==> src/rtl/seg_pkg.sv <==
// Shared constants and types for the four-digit seven-segment scanner.
// Segment patterns are active-high {g,f,e,d,c,b,a}; polarity is applied at the pins.
package seg_pkg;

    localparam int N_DIGITS = 4;

    localparam logic [6:0]          SEG_OFF = 7'b000_0000;
    localparam logic [N_DIGITS-1:0] AN_OFF  = '0;

    // Lowercase forms for b and d keep them distinct from 8 and 0.
    localparam logic [6:0] HEX2SEG [16] = '{
        7'h3F, 7'h06, 7'h5B, 7'h4F, 7'h66, 7'h6D, 7'h7D, 7'h07,
        7'h7F, 7'h6F, 7'h77, 7'h7C, 7'h39, 7'h5E, 7'h79, 7'h71
    };

    typedef struct packed {
        logic [4*N_DIGITS-1:0] value;
        logic [N_DIGITS-1:0]   dp;
        logic                  blank_lz;
    } disp_t;

endpackage

==> src/rtl/hex2seg.sv <==
// Combinational hex nibble to active-high seven-segment pattern lookup.
module hex2seg
    import seg_pkg::*;
(
    input  logic [3:0] nibble,
    output logic [6:0] pattern
);

    assign pattern = HEX2SEG[nibble];

endmodule

==> src/rtl/seg_scan.sv <==
// Four-digit multiplexed seven-segment driver stepped by rising edges of scan_clk.
// Loads are staged in pend and committed to shadow only at the 3-to-0 frame wrap.
module seg_scan
    import seg_pkg::*;
#(
    parameter bit SEG_ACT_LOW = 1'b1,
    parameter bit AN_ACT_LOW  = 1'b1
) (
    input  logic        clk,
    input  logic        rst,
    input  logic        scan_clk,
    input  logic        load,
    input  logic [15:0] value,
    input  logic [3:0]  dp_in,
    input  logic        blank_lz,
    output logic [6:0]  seg,
    output logic        dp,
    output logic [3:0]  an,
    output logic        frame_done
);

    localparam logic [6:0] SEG_MASK = {7{SEG_ACT_LOW}};
    localparam logic [3:0] AN_MASK  = {4{AN_ACT_LOW}};

    logic        scan_q;
    logic        tick;
    logic        wrap;
    logic [1:0]  idx;
    logic [1:0]  idx_nxt;
    disp_t       pend;
    disp_t       shadow;
    disp_t       incoming;
    disp_t       shadow_nxt;
    logic [3:0]  nonzero;
    logic [3:0]  nibble;
    logic [6:0]  pattern;
    logic [6:0]  seg_lit;
    logic        blank;
    logic [3:0]  an_onehot;

    assign incoming = '{value: value, dp: dp_in, blank_lz: blank_lz};

    assign tick    = scan_clk & ~scan_q;
    assign wrap    = tick && (idx == 2'd3);
    assign idx_nxt = idx + 2'd1;

    // A load in the wrap cycle bypasses pend so it lands in this frame.
    assign shadow_nxt = wrap ? (load ? incoming : pend) : shadow;

    // Outputs are computed for the digit about to be shown, from the shadow it will use.
    always_comb begin
        nonzero = '0;
        for (int i = 0; i < N_DIGITS; i++) begin
            nonzero[i] = |shadow_nxt.value[4*i +: 4];
        end
        nibble    = shadow_nxt.value[{idx_nxt, 2'b00} +: 4];
        blank     = shadow_nxt.blank_lz && (idx_nxt != 2'd0) && ((nonzero >> idx_nxt) == 4'd0);
        an_onehot = 4'b0001 << idx_nxt;
    end

    hex2seg u_hex2seg (
        .nibble  (nibble),
        .pattern (pattern)
    );

    assign seg_lit = blank ? SEG_OFF : pattern;

    // NOTE: every register here uses <= so all of them see the same pre-edge idx/tick.
    always_ff @(posedge clk) begin
        if (rst) begin
            scan_q     <= 1'b1;
            idx        <= '0;
            pend       <= '0;
            shadow     <= '0;
            seg        <= SEG_OFF ^ SEG_MASK;
            dp         <= SEG_ACT_LOW;
            an         <= AN_OFF ^ AN_MASK;
            frame_done <= 1'b0;
        end else begin
            scan_q     <= scan_clk;
            frame_done <= wrap;
            shadow     <= shadow_nxt;
            if (load) begin
                pend <= incoming;
            end
            if (tick) begin
                idx <= idx_nxt;
                seg <= seg_lit ^ SEG_MASK;
                dp  <= shadow_nxt.dp[idx_nxt] ^ SEG_ACT_LOW;
                an  <= an_onehot ^ AN_MASK;
            end
        end
    end

endmodule

==> config.mk <==
export PLATFORM = sky130hd
export DESIGN_NAME = seg_scan
export DESIGN_NICKNAME = d
export VERILOG_FILES = /design/src/rtl/seg_pkg.sv /design/src/rtl/hex2seg.sv /design/src/rtl/seg_scan.sv
export SDC_FILE = /design/constraint.sdc
export NUM_CORES = 1
export LEC_CHECK = 0
export CAP_MARGIN = 10
export CORE_MARGIN = 1
export CORE_UTILIZATION = 45
export DETAILED_ROUTE_END_ITERATION = 7
export MAX_ROUTING_LAYER = met4
export PLACE_DENSITY_LB_ADDON = 0.08
export RECOVER_POWER = 25
export SLEW_MARGIN = 15
export SYNTH_ARGS = -nofsm -noshare
export SYNTH_HDL_FRONTEND = slang
export SYNTH_SLANG_ARGS = --single-unit
==> constraint.sdc <==
create_clock -name clk -period 3.1 [get_ports clk]
set_input_delay 0.465 -clock clk [delete_from_list [all_inputs] [get_ports clk]]
set_output_delay 0.465 -clock clk [all_outputs]
set_load 0.02 [all_outputs]
* After elaboration in Yosys (flattened, before gate mapping)
Memory sizes are Yosys's and may differ from the RTL's. Index checks and enable logic that the tools add are counted.
Word-level totals: logic and storage cells 42, output and inout port bits 13, memory bits (read-only) 112, memories kept 1, flip-flop bits (word level) 58
Memories:
- (name not given) | words 16, bits a word 7, read ports 1, clocked after Yosys merged registers in 0, write ports 0, RTL line hex2seg.sv:9 | assign pattern = HEX2SEG[nibble];
Cells by class: mux-type cells 7, add/subtract/negate cells 1, order comparisons 2, eq/ne operators 1, bitwise gates (word level) 6, reduce and logical (&&, ||, !) cells 9, shift operators 3
Operator list (number):
- $mux 21 | 2
- $mux 7 | 3
- $reduce_or 4->1 | 4
- $shiftx 16x5->4 | 1
- $not 7->7 | 1
- $ge 5x5->1 const B | 1
- $not 4->5 | 1
- $logic_not 4->1 | 1
- $not 4->4 | 1
- $shl 1x2->4 const A | 1
- $shr 4x2->4 | 1
- $logic_and 1x1->1 | 3
- $lt 2x3->1 const B | 1
- $add 2x1->2 const B | 1
- $bmux 1 s2 | 1
- $eq 2x2->1 const B | 1
- $not 1->1 | 2
- $reduce_bool 2->1 | 1
- $and 1x1->1 | 1
- $mux 1 | 1

* Depth between registers and ports, before layout
depth after elaboration 11, mapped depth 12, depth with buffers taken out 10

* By module
From an unflattened synthesis, not the netlist that was laid out.
Unflattened totals: cells, all modules 291, area total of the unflattened synthesis 2826.5 µm²
By module, submodules not included:
- seg_scan | times used 1, area an instance 2536.2 µm², cells each 258
- hex2seg | times used 1, area an instance 290.3 µm², cells each 33

* Least setup slack after synthesis
Ideal clock, no wire load.
path kind input -> register, start point in load, end point reg seg[1], setup slack 0.623 ns, buffers on the path 3, required time 2.978 ns, stages 11, data arrival time 2.356 ns, setup time 0.122 ns, cells stage by stage buf_6 buf_12 buf_12 mux2i_1 nor2_1 a21oi_1 mux4_2 ha_1 inv_1 a211oi_1 o32a_1
Between the ends: cells in the longest elaborated chain, start to end 9, elaborated cells on any way between the ends 17
Ends and longest elaborated chain:
- start: declaration | RTL line seg_scan.sv:12 | input logic load,
- $mux 21 *
- $mux 21 * | RTL line seg_scan.sv:48 | assign shadow_nxt = wrap ? (load ? incoming : pend) : shadow;
- $shiftx 16x5->4 | RTL line seg_scan.sv:56 | nibble = shadow_nxt.value[{idx_nxt, 2'b00} +: 4];
- $not 4->5 (implied by the code) | RTL line hex2seg.sv:9
- $mem_v2 16x7
- $mux 7 (implied by the code) (2 in series) | RTL line hex2seg.sv:9
- $mux 7 * | RTL line seg_scan.sv:66 | assign seg_lit = blank ? SEG_OFF : pattern;
- $not 7->7 (no source line) *
- end signal: assignment | RTL line seg_scan.sv:75 | seg <= SEG_OFF ^ SEG_MASK;
- end signal: assignment | RTL line seg_scan.sv:88 | seg <= seg_lit ^ SEG_MASK;
- end: declaration | RTL line seg_scan.sv:16 | output logic [6:0] seg,
Mark *: on every way between the ends. The rest lies on a longest branch, timed or not. The select of a mux whose other input is x is not followed. A chain may end at the register's enable or synchronous reset.

* Worst setup path after layout
start point in load, end point reg seg[6]
The elaborated chain is that of the path after synthesis.

==> impl_metrics.env <==
export IMPL_coreArea_um2=5640
export IMPL_arrival_ns=2.92
export IMPL_synth_cell_type_count=42
export IMPL_ant_nets=0
export IMPL_htreeDepth=3
export IMPL_post_cts_buffers=0
export IMPL_p_leak_nw=1.34
export IMPL_syn_instance_count=280
export IMPL_die_w_um=79.6
export IMPL_slew_viol_final=0
export IMPL_timing_fmax_mhz=371
export IMPL_cts_resized=0
export IMPL_hpwl_mm=3.85
export IMPL_route_detailed_drc=0
export IMPL_dieHeight_um=79.6
export IMPL_dr_pass1_iters=4
export IMPL_drive_gt1_share_pct=12.8
export IMPL_fin_area_um2=3390
export IMPL_yosysSeqAreaShare_pct=42.8
export IMPL_root_buffer="clkbuf_8"
export IMPL_synthSimpleGateAreaFrac_pct=14.9
export IMPL_clock_skew_ns=0.00655
export IMPL_globalRouteOverflowTotal=0
export IMPL_clkLatencyLatePin_ns=0.33
export IMPL_yosys_area_share_adder_pct=4.61
export IMPL_fin_crit_ns=2.70
export IMPL_synthArstFlopShare_pct=0
export IMPL_setup_tns_final_ns=0
export IMPL_setup_viol=0
export IMPL_muxShareOfSynthArea_pct=18.1
export IMPL_hold_path_class="register to register"
export IMPL_fin_ws_ns=0.404
export IMPL_synth_top_family_by_area="multiplexers"
export IMPL_synth_seq_cells=58
export IMPL_nNetsFinal=357
export IMPL_place_ws_ns=0.0530
export IMPL_place_inst=383
export IMPL_place_congestion=0.779
export IMPL_drv_cap=0
export IMPL_required_ns=3.32
export IMPL_p_total_mw=1.76
export IMPL_finalHoldViolations=0
export IMPL_drt_iter0_drc=75
export IMPL_grt_antenna_before_repair=0
export IMPL_vias=2069
export IMPL_cpPeakStageDelay_ns=0.51
export IMPL_start_kind="input pin"
export IMPL_relSlewSlack_pct=50.9
export IMPL_status="complete, no violations"
export IMPL_placed_area_um2=3160
export IMPL_final_cell_count_no_fill=399
export IMPL_grt_total_usage_pct=21.0
export IMPL_grt_pass1_vias=2036
export IMPL_num_rows=27
export IMPL_cp_slowest_cell="clkdlybuf4s50_1"
export IMPL_tightest_slew_ns=0.736
export IMPL_fin_hold_ws_ns=0.465
export IMPL_layout_common_cells="nor2_1, dfxtp_1, clkdlybuf4s50_1"
export IMPL_pwr_density_cell_nw_per_um2=520
export IMPL_viasPerCell=5.19
export IMPL_yosysWarnings=0
export IMPL_cts_sinks=58
export IMPL_grt_max_degree=38
export IMPL_io_pin_count=38
export IMPL_yosys_area_share_xor_xnor_pct=0.323
export IMPL_area_delta_synth_final_pct=25.0
export IMPL_wl_mm=5.52
export IMPL_syn_avg_cell_area_um2=9.69
export IMPL_final_util_pct=60.1
export IMPL_diodes=0
export IMPL_critical_path_class="input pin to register"
export IMPL_grt_pass1_wl_mm=9.69
export IMPL_cts_buffers=9
export IMPL_crit_fanout=25
export IMPL_portBuffers=37
export IMPL_synth_edf_count=0
export IMPL_clk_path_buf_depth=2
export IMPL_synth_compound_area_share_pct=12.0
export IMPL_peakVddDrop_mv=0.331
export IMPL_layout_cells_most_common="nor2_1"
export IMPL_routedWlPerCell_um=13.8
export IMPL_cts_hold_buffers=0
export IMPL_synthFlopType="dfxtp_1"
export IMPL_cts_tree="done"
export IMPL_rsz0062_at_grt="no"
export IMPL_start_util_pct=48.1
export IMPL_synth_net_count=315
export IMPL_syn_area_um2=2710
export IMPL_period_share_pct=87.0
export IMPL_clk_pin_slew_ns=0.06
export IMPL_crit_chain="clkdlybuf4s50_1 > buf_12 > mux2i_1 > nor2_1 > a21oi_1 > mux4_2 > inv_1 > ha_1 > mux2i_1 > nor2_1 > o32a_1"
export IMPL_die_area_um2=6340
export IMPL_crit_path_end_kind="register"
==> critical path, delay by kind of cell <==
family                     cells  cell delay [ns]
AOI/OAI and AO/OA              2             0.44
and+or+nand+nor                2             0.14
muxes                          3             0.81
buffers and inverters          3             0.82
adders and majority gates      1             0.21
==> metal layers <==
metal | wire length [um] | vias up | track usage (%)
met5 | 0 | - | -
met2 | 2660 | 42 | 34.4
met4 | 50 | 0 | 5.45
met3 | 263 | 4 | 6.86
li1 | - | 1058 | -
met1 | 2550 | 965 | 24.6
==> cell families after synthesis <==
family                   Yosys count
AND/OR/NAND/NOR                   90
buffers and inverters             37
multiplexers                      38
XOR/XNOR                           1
flip-flops                        58
AO/OA/AOI/OAI                     46
adder cells (fa/ha/maj)           10
==> worst paths after layout <==
| path | cells after the start | startpoint | to | slack (ns) |
|---|---|---|---|---|
| max | 11 | load | seg[6] | 0.40 |
| min | 1 | an[1] | an[1] | 0.46 |
| max reg2reg | 10 | idx[0] | seg[1] | 0.45 |
| min reg2reg | 1 | an[1] | an[1] | 0.46 |
==> sequential cells by signal, summed over array words and instances, names as in the netlist <==
name        flops
pend           21
shadow         21
seg             7
an              4
idx             2
dp              1
frame_done      1
scan_q          1
==> cell usage after synthesis, types with 2 or more instances <==
master / n / area share (%)
nor2_1: 67 / 9.3
dfxtp_1: 58 / 43
mux2i_1: 25 / 9.2
inv_1: 16 / 2.2
a211oi_1: 15 / 4.2
a21oi_1: 13 / 2.4
clkbuf_1: 10 / 1.4
ha_1: 10 / 4.6
mux4_2: 8 / 6.6
nand2b_1: 6 / 1.4
nor4_1: 4 / 0.92
a211o_1: 3 / 0.97
a22oi_1: 3 / 0.83
buf_6: 3 / 1.2
buf_1: 2 / 0.28
buf_12: 2 / 1.5
mux2_1: 2 / 0.83
mux2_2: 2 / 0.83
nand2_1: 2 / 0.28
nand3b_1: 2 / 0.55
nor3_1: 2 / 0.37
o21ai_1: 2 / 0.37
o22a_1: 2 / 0.65
o32a_1: 2 / 0.74
or4_1: 2 / 0.55
==> area by class of cell <==
type | count | area [um^2]
fill | 510 | 2250
multi-input combinational | 185 | 1350
sequential | 58 | 1160
timing repair buffer | 50 | 487
clock buffer | 10 | 128
clock inverter | 6 | 105
tap | 72 | 90.1
inverter | 18 | 67.6
==> report_power, final <==
part / switching (mW) / leakage [nW] / internal [mW] / total (mW)
combinational: 0.0745 / 0.744 / 0.0825 / 0.157
clock: 0.298 / 0.120 / 0.530 / 0.828
sequential: 0.0102 / 0.473 / 0.770 / 0.780
total: 0.382 / 1.34 / 1.38 / 1.76
No activity file was read; power rests on OpenSTA's default activity.
==> RTL edit, RTL diff (same settings) <==
Register the output `seg` once more, cleared by the reset; this adds one clock of latency there. The other outputs are not delayed to match.
--- a/src/rtl/seg_scan.sv
+++ b/src/rtl/seg_scan.sv
@@ -22,4 +22,6 @@
     localparam logic [6:0] SEG_MASK = {7{SEG_ACT_LOW}};
     localparam logic [3:0] AN_MASK  = {4{AN_ACT_LOW}};
+
+    logic [6:0] seg_s0;
 
     logic        scan_q;
@@ -73,5 +75,5 @@
             pend       <= '0;
             shadow     <= '0;
-            seg        <= SEG_OFF ^ SEG_MASK;
+            seg_s0     <= SEG_OFF ^ SEG_MASK;
             dp         <= SEG_ACT_LOW;
             an         <= AN_OFF ^ AN_MASK;
@@ -86,5 +88,5 @@
             if (tick) begin
                 idx <= idx_nxt;
-                seg <= seg_lit ^ SEG_MASK;
+                seg_s0 <= seg_lit ^ SEG_MASK;
                 dp  <= shadow_nxt.dp[idx_nxt] ^ SEG_ACT_LOW;
                 an  <= an_onehot ^ AN_MASK;
@@ -93,4 +95,12 @@
     end
 
+    always_ff @(posedge clk) begin
+        if (rst) begin
+            seg <= '0;
+        end else begin
+            seg <= seg_s0;
+        end
+    end
+
 endmodule
 
Function: changed (Yosys sat finds a counterexample within 4 cycles, from zero or initial values and one cycle with rst high).
==> RTL edit against the unedited design <==
- the flow now finishes with violations (capacitance limit, slew limit)
- sequential cell count up 7
- non-clock buffer count grew 16
- total power is 0.25% higher
- clock skew increased by 0.0034 ns
- synthesized area grew 11%
- core utilization decreased by 0.85 points
- via count up 12%
- die area rose by 11%
- wire length is 13% higher
- cell count increased by 12%
- worst setup slack worse by 0.096 ns
- register-to-register slack got worse by 0.09 ns
- cell area increased by 12%
- global-route usage decreased by 1.4 points
- largest cell class unchanged
- highest routed layer unchanged
==> RTL edit: results (changes against the unedited design) <==
power share of the sequential group: 49.5% (was 44.2%)
worst-skew pair later-pin latency: 0.35 ns (was 0.33 ns)
Worst slew margin: -7.86% (was 50.9%)
power consumed by combinational cells: 0.184 mW (was 0.157 mW)
Avg Cell Area, Syn: 9.79 um^2 (was 9.69 um^2)
via count of the first global-routing pass: 2264 (was 2036)
cell-internal power: 1.36 mW (was 1.38 mW)
sw power: 0.413 mW (was 0.382 mW)
worst vdd rail ir drop: 0.386 mV (was 0.331 mV)
Post-synth top cells: 65 x dfxtp_1, 63 x nor2_1, 34 x mux2i_1 (was 67 x nor2_1, 58 x dfxtp_1, 25 x mux2i_1)
gpl congestion: 0.829 (was 0.779)
number of cells on the worst reg-to-reg path: 13 (was 10)
Synthesized Nets: 342 (was 315)
worst clock skew: 0.00994 ns (was 0.00655 ns)
status: complete, but fails checks (was complete, no violations)
worst setup slack before clock tree synthesis: -0.0695 ns (was 0.0530 ns)
failing checks: capacitance limit, slew limit
max-slew violation count: 38 (was 0)
r2r startpoint: idx[1]$_SDFFE_PP0P_ (was idx[0]$_SDFFE_PP0P_)
number of max-cap violations: 1 (was 0)
register area share after synthesis: 43.3% (was 42.8%)
final worst-path cycle share: 90.1% (was 87.0%)
GRT Overall Usage: 19.5% (was 21.0%)
arrival time at the worst endpoint: 3.02 ns (was 2.92 ns)
reg2reg setup slack: 0.36 ns (was 0.45 ns)
leading cell types by total area after synthesis: dfxtp_1 43%, mux2i_1 11%, nor2_1 7.9%, mux4_2 5.2%, ha_1 4.2% (was dfxtp_1 43%, nor2_1 9.3%, mux2i_1 9.2%, mux4_2 6.6%, ha_1 4.6%)
P_leak: 1.55 nW (was 1.34 nW)
Vias/cell: 5.17 (was 5.19)
endpoint of the worst-slack reg-to-reg timing path: seg_s0[5]$_SDFFE_PP1P_ (was seg[1]$_SDFFE_PP1P_)
cell count after placement: 432 (was 383)
==> RTL edit: kinds of logic after synthesis <==
| logic type | synth area share [%] |
|---|---|
| AO/OA/AOI/OAI | 10.4 |
| XOR/XNOR | 0.874 |
| adder cells (fa/ha/maj) | 4.16 |
| buffers and inverters | 5.49 |
| flip-flops | 43.3 |
| multiplexers | 21.2 |
| AND/OR/NAND/NOR | 14.6 |
==> RTL edit: critical path: cells and delay by family <==
family	cells	cell delay, ns
multiplexers	3	1.14
AND/OR/NAND/NOR	2	0.11
AO/OA/AOI/OAI	1	0.28
buffers and inverters	4	1.01
==> RTL edit: cell type report <==
cell class / count / area, um^2
repair buffers: 66 / 587
clock inverters: 3 / 40.0
well taps: 77 / 96.3
fillers: 571 / 2600
flip-flops and latches: 65 / 1300
multi-input cells: 205 / 1540
clock buffers: 13 / 149
inverters: 19 / 71.3
==> RTL edit: routing by layer <==
metal	share of wire [%]	GRT usage, %
met1	48	24.5
met2	47	30.7
met3	4.4	3.36
met4	1.1	9.24
met5	0	-
